[src/rtl/ks_loader32.sv]
// Key-schedule front end: streams a key in 32-bit words, runs the DryGASCON
// schedule with a timeout, re-checks X-word distinctness and hands C/X downstream.
module ks_loader32 #(
    parameter int unsigned MINWIDTH_K = 128,
    parameter int unsigned KWIDTHMAX  = 192,
    parameter int unsigned CWIDTH     = 128,
    parameter int unsigned XWIDTH     = 64,
    parameter int unsigned TIMEOUT    = 1023
) (
    input  logic                 clk,
    input  logic                 reset,
    input  logic                 start,
    input  logic [1:0]           kw_in,
    input  logic [31:0]          key_word,
    input  logic                 key_valid,
    output logic                 key_ready,
    output logic [KWIDTHMAX-1:0] ks_k,
    output logic [1:0]           ks_kWidth,
    output logic                 ks_reset,
    input  logic [CWIDTH-1:0]    ks_cout,
    input  logic [XWIDTH-1:0]    ks_xout,
    input  logic                 ks_done,
    output logic [CWIDTH-1:0]    c_out,
    output logic [XWIDTH-1:0]    x_out,
    output logic                 neq_ok,
    output logic                 out_valid,
    input  logic                 out_ready,
    output logic                 busy,
    output logic                 err
);
    localparam int unsigned XWORDS = XWIDTH / 32;
    localparam int unsigned KWORDS = KWIDTHMAX / 32;
    localparam int unsigned NW     = $clog2(KWORDS + 1);
    localparam int unsigned IW     = (XWORDS > 1) ? $clog2(XWORDS) : 1;
    localparam int unsigned TW     = $clog2(TIMEOUT + 1);

    localparam logic [NW-1:0] LAST_MIN  = NW'(MINWIDTH_K / 32 - 1);
    localparam logic [NW-1:0] LAST_FAST = NW'((MINWIDTH_K + XWIDTH) / 32 - 1);
    localparam logic [NW-1:0] LAST_FULL = NW'((CWIDTH + XWIDTH) / 32 - 1);
    localparam logic [IW-1:0] X_LAST    = IW'(XWORDS - 1);
    localparam logic [IW-1:0] A_LAST    = IW'((XWORDS > 1) ? XWORDS - 2 : 0);
    localparam logic [TW-1:0] T_LAST    = TW'(TIMEOUT - 1);

    typedef enum logic [2:0] {
        S_IDLE,
        S_LOAD,
        S_START,
        S_WAIT,
        S_CHECK,
        S_OUT
    } state_t;

    state_t        state;
    logic [NW-1:0] n;
    logic [NW-1:0] n_last;
    logic [TW-1:0] tcnt;
    logic [IW-1:0] a;
    logic [IW-1:0] b;

    always_ff @(posedge clk) begin
        if (reset) begin
            state     <= S_IDLE;
            key_ready <= 1'b0;
            out_valid <= 1'b0;
            busy      <= 1'b0;
            err       <= 1'b0;
            neq_ok    <= 1'b0;
            c_out     <= '0;
            x_out     <= '0;
            ks_k      <= '0;
            ks_kWidth <= '0;
            ks_reset  <= 1'b1;
            n         <= '0;
            n_last    <= '0;
            tcnt      <= '0;
            a         <= '0;
            b         <= '0;
        end else begin
            err <= 1'b0;
            case (state)
                S_IDLE: begin
                    if (start) begin
                        if (kw_in == 2'd3) begin
                            err <= 1'b1;
                        end else begin
                            ks_kWidth <= kw_in;
                            ks_k      <= '0;
                            n         <= '0;
                            case (kw_in)
                                2'd0:    n_last <= LAST_MIN;
                                2'd1:    n_last <= LAST_FAST;
                                default: n_last <= LAST_FULL;
                            endcase
                            key_ready <= 1'b1;
                            busy      <= 1'b1;
                            state     <= S_LOAD;
                        end
                    end
                end
                S_LOAD: begin
                    if (key_valid && key_ready) begin
                        for (int unsigned i = 0; i < KWORDS; i++) begin
                            if (n == NW'(i)) ks_k[i*32 +: 32] <= key_word;
                        end
                        n <= n + NW'(1);
                        if (n == n_last) begin
                            key_ready <= 1'b0;
                            state     <= S_START;
                        end
                    end
                end
                S_START: begin
                    ks_reset <= 1'b0;
                    tcnt     <= '0;
                    state    <= S_WAIT;
                end
                S_WAIT: begin
                    // done is checked first so it beats a coincident timeout
                    if (ks_done) begin
                        c_out    <= ks_cout;
                        x_out    <= ks_xout;
                        neq_ok   <= 1'b1;
                        a        <= '0;
                        b        <= IW'(1);
                        ks_reset <= 1'b1;
                        if (XWORDS > 1) begin
                            state <= S_CHECK;
                        end else begin
                            out_valid <= 1'b1;
                            state     <= S_OUT;
                        end
                    end else if (tcnt == T_LAST) begin
                        err      <= 1'b1;
                        ks_reset <= 1'b1;
                        busy     <= 1'b0;
                        state    <= S_IDLE;
                    end else begin
                        tcnt <= tcnt + TW'(1);
                    end
                end
                S_CHECK: begin
                    if (x_out[a*32 +: 32] == x_out[b*32 +: 32]) neq_ok <= 1'b0;
                    if (a == A_LAST && b == X_LAST) begin
                        out_valid <= 1'b1;
                        state     <= S_OUT;
                    end else if (b == X_LAST) begin
                        a <= a + IW'(1);
                        b <= a + IW'(1) + IW'(1);
                    end else begin
                        b <= b + IW'(1);
                    end
                end
                S_OUT: begin
                    if (out_ready) begin
                        out_valid <= 1'b0;
                        busy      <= 1'b0;
                        state     <= S_IDLE;
                    end
                end
                default: state <= S_IDLE;
            endcase
        end
    end
endmodule

[config.mk]
export PLATFORM = sky130hd
export DESIGN_NAME = ks_loader32
export DESIGN_NICKNAME = d
export VERILOG_FILES = /design/src/rtl/ks_loader32.sv
export SDC_FILE = /design/constraint.sdc
export NUM_CORES = 1
export LEC_CHECK = 0
export CAP_MARGIN = 0
export CELL_PAD_IN_SITES_DETAIL_PLACEMENT = 0
export CELL_PAD_IN_SITES_GLOBAL_PLACEMENT = 1
export CORE_AREA = 5 5 239 241
export DETAILED_ROUTE_END_ITERATION = 10
export DIE_AREA = 0 0 244 246
export GPL_TIMING_DRIVEN = 0
export HOLD_SLACK_MARGIN = 0.1
export PLACE_DENSITY = 0.83
export SYNTH_ARGS = -nofsm -noshare
export SYNTH_HDL_FRONTEND = slang
export SYNTH_SLANG_ARGS = --single-unit
[constraint.sdc]
create_clock -name clk -period 2.1 [get_ports clk]
set_input_delay 0.42 -clock clk [delete_from_list [all_inputs] [get_ports clk]]
set_output_delay 0.42 -clock clk [all_outputs]
set_load 0.02 [all_outputs]
==> flow_summary_export.csv <==
group,metric,value,unit
critical_path,critPathMaxStageDelay,0.54,ns
route,vias_per_cell,4.76,
global_route,antenna_found_initial,9,
clock_tree,clk_latency,0.58,ns
critical_path,crit_path_start,"start",
critical_path,r2r.worst_path.cells,8,
power,cellPowerDensity,937,nW/um^2
floorplanning,die-area,60000,sq um
layout,area.growth.synth_to_final,58.5,%
synthesis,ys_seq_elements,413,
route,finalWirelength,69900,um
clock_tree,cts.clk_slew.worst_paths,0.06,ns
timing,clock_skew,0.0224,ns
route,wl_per_cell,20.7,um
route,ant_nets,0,
route,drtIter0Drc,894,
clock_tree,clkSinkCount,413,
critical_path,cp_slowest_cell,"clkdlybuf4s50_1",
timing,rsz0062_at_grt,"true",
placement,io_buffers,623,
synthesis,synth_top_area_share,53.9,%
worst_hold_path,hold_path_class,"primary input to flip-flop",
critical_path,critPathTopFamily,"compound AO/OA/AOI/OAI gates",
clock_tree,cts_inserted_buffers,47,
layout,drive_gt1_share,7.55,%
clock_tree,root_buffer,"clkbuf_16",
power,p_leak,8.61,nW
critical_path,reg2reg_slack,0.05,ns
floorplanning,core,54700,sq um
power,vdd_drop_max,0.598,mV
synthesis,synth.largest_area_cell,"dfxtp_1",
route,wl_met1,26200,um
critical_path,arrival,2.49,ns
critical_path,cp.depth,8,
critical_path,crit_type,"primary input to flip-flop",
route,drc_errors,0,
route,firstDrtPassIters,5,
floorplanning,ios,624,
timing,final_hold_viol_count,0,
global_route,grt_pass1_wl,101000,um
timing,tightestPinTransition,0.766,ns
timing,relSlewSlack,48.9,%
run_status,status,"finished clean",
critical_path,crit_required,2.53,ns
timing,max_freq,485,MHz
clock_tree,cts_buffer_depth,3,
timing,maxSlewViolCount,0,
synthesis,synth_seq_area_share,53.9,%
floorplanning,initial_core_util,28.1,%
critical_path,r2r-start,"state[1]",
timing,tns,0,ns
critical_path,startpoint_type,"primary input",
route,highest_layer,"met4",
synthesis,syn_nets,2207,
timing,whs,0.394,ns
critical_path,crit_path_max_fanout,10,
timing,fin_crit_sh,98.2,%
global_route,grt_pass1_vias,15885,
critical_path,crit_chain,"clkdlybuf4s50_1 > a21bo_1 > a221o_4 > buf_6 > a21o_2 > buf_4 > nand2_1 > a21oi_1",
synthesis,netlist_instances,1968,
synthesis,synth.distinct_cells,40,
clock_tree,tritoncts,"yes",
global_route,grt_usage,21.9,%
placement,globalplace.congestion,0.899,
timing,setup_viol,0,
floorplanning,die_x,244,um
global_route,grt_max_degree,13,
layout,fin_area,24300,sq um
synthesis,yosys-top-cells-area,"dfxtp_1, nand2_1, a21oi_1",
synthesis,avgSynthCellArea,7.80,sq um
route,wl_met3,6010,um
timing,period_minus_slack,2.06,ns
critical_path,cp-endpoint,"ks_k[37]",
critical_path,path_buf_inv,3,
synthesis,yosysWarnings,0,
critical_path,end_kind,"flip-flop",
synthesis,syn-cell-area,15300,sq um
layout,nets,2865,
placement,hpwl,55100,um
route,met2_length,35300,um
placement,place_area,22500,sq um
floorplanning,die_h,246,um
run,cap_violations,0,
clock_tree,h-tree-depth,2,
global_route,grt_overflow,0,
critical_path,r2r-end,"ks_k[37]",
floorplanning,rows,86,
route,vias,16055,
-- placed cells by master, fill, tap and decap left out, drive strengths merged --
cell type / count
xor2: 18
and2: 33
nand3b: 1
a21oi: 405
or3: 1
nand4b: 1
inv: 12
dlygate4sd2: 20
clkdlybuf4s50: 594
a2111oi: 5
o21ai: 6
nor2: 22
clkbuf: 171
a221o: 1
nor2b: 1
xnor2: 27
dfxtp: 413
or2: 2
a22oi: 2
a211o: 1
clkinv: 5
a21o: 7
diode: 5
clkinvlp: 2
ha: 7
a211oi: 4
buf: 57
a21bo: 1
nor4: 6
nand4: 5
bufinv: 1
nand2: 786
nor3b: 1
nand3: 14
nor3: 6
nand2b: 6
mux2i: 4
a31oi: 3
dlymetal6s2s: 9
o31ai: 1
-- logic make-up (layout without fill, tap and decap cells) --
kind of cell             Yosys count  after routing  share of synthesized area [%]
adder cells (fa/ha/maj)            7              7                          0.571
other                              0              5                              0
AO/OA/AOI/OAI                    436            436                           14.9
buffers and inverters            178            871                           5.05
AND/OR/NAND/NOR                  885            885                           22.8
multiplexers                       4              4                          0.261
XOR/XNOR                          45             45                           2.57
flip-flops                       413            413                           53.9
-- worst min-delay path by stage --
stage | from | endpoint | cells after the start
final | ks_xout[7] | x_out[7] | 3
after global routing | ks_xout[7] | x_out[7] | 3
after floorplan | n_last[0] | n_last[0] | 2
after detailed placement | ks_k[149] | ks_k[149] | 2
after CTS | ks_xout[7] | x_out[7] | 3
after global placement | ks_k[39] | ks_k[39] | 2
-- cell type report --
type / count / area, sq um
multi-input combinational: 1377 / 6430
inverter: 10 / 37.5
sequential: 413 / 8270
fill: 5397 / 30300
antenna: 5 / 12.5
timing repair buffer: 631 / 6300
tap: 704 / 881
clock inverter: 10 / 98.8
clock buffer: 74 / 1430
buffer: 146 / 871
-- registers in the layout, indices dropped and copies added, names as in the netlist, 2 cells and up --
| name | cells |
|---|---|
| state | 3 |
| c_out | 128 |
| tcnt | 10 |
| n_last | 3 |
| ks_kWidth | 2 |
| n | 3 |
| x_out | 64 |
| ks_k | 192 |
-- metrics by stage --
stage | utilization, % | setup slack [ns] | power [W] | cells
2_1_floorplan | - | 0.271 | 0.0116 | 1968
3_3_place_gp | 41.1 | -1.04 | 0.0144 | 3295
3_5_place_dp | 41.1 | -1.04 | 0.0144 | 3295
4_1_cts | 44.1 | 0.000476 | 0.0227 | 3375
5_1_grt | 44.5 | -0.0168 | 0.0237 | 3369
6_report | 44.5 | 0.0387 | 0.0228 | 3370
-- worst min-delay path: cells and delay by family --
kind                   cells  cell delay, ns
buffers and inverters      1            0.39
and+or+nand+nor            1            0.05
AOI/OAI and AO/OA          1            0.05
-- report_power, final --
part	internal [W]	total [W]	switching, W
Combinational	0.00232	0.00612	0.00380
Clock	0.00478	0.00810	0.00331
Sequential	0.00830	0.00858	0.000290
Total	0.0154	0.0228	0.00741
-- layer usage --
metal  vias up  global-route usage, %
met5         -                      0
met4         0                   7.27
met3       132                   6.74
met2       691                   40.1
met1      7569                   24.1
li1       7663                      -
-- Yosys cell counts --
library cell,instances
xor2_1,18
a2111oi_0,5
buf_1,4
or2_2,1
nand4_1,5
inv_1,10
xnor2_1,27
nand3_1,14
nor3_1,5
a21oi_1,399
o21ai_0,6
a21o_1,2
or3_1,1
and2_1,33
clkbuf_1,103
nand3b_1,1
a21oi_2,6
dfxtp_1,413
buf_4,2
a211oi_1,4
buf_2,55
nand2b_1,6
a22oi_1,2
or2_1,1
a21o_2,5
o31ai_1,1
buf_6,4
nor4_1,6
nor2b_1,1
a211o_1,1
nand4b_1,1
ha_1,7
mux2i_1,4
a221o_2,1
nor3_2,1
a21bo_1,1
a31oi_1,3
nor2_1,22
nand2_1,786
nor3b_1,1
-- what timing repair did --
action | 4_1_cts | 5_1_grt
resized for setup | 69 | 118
cloned | 0 | 1
endpoints found under the setup margin | 411 | 392
pin swaps | 2 | 1
hold buffers | 0 | 0
setup buffers | 3 | 4
No activity file was read; power rests on OpenSTA's default activity.
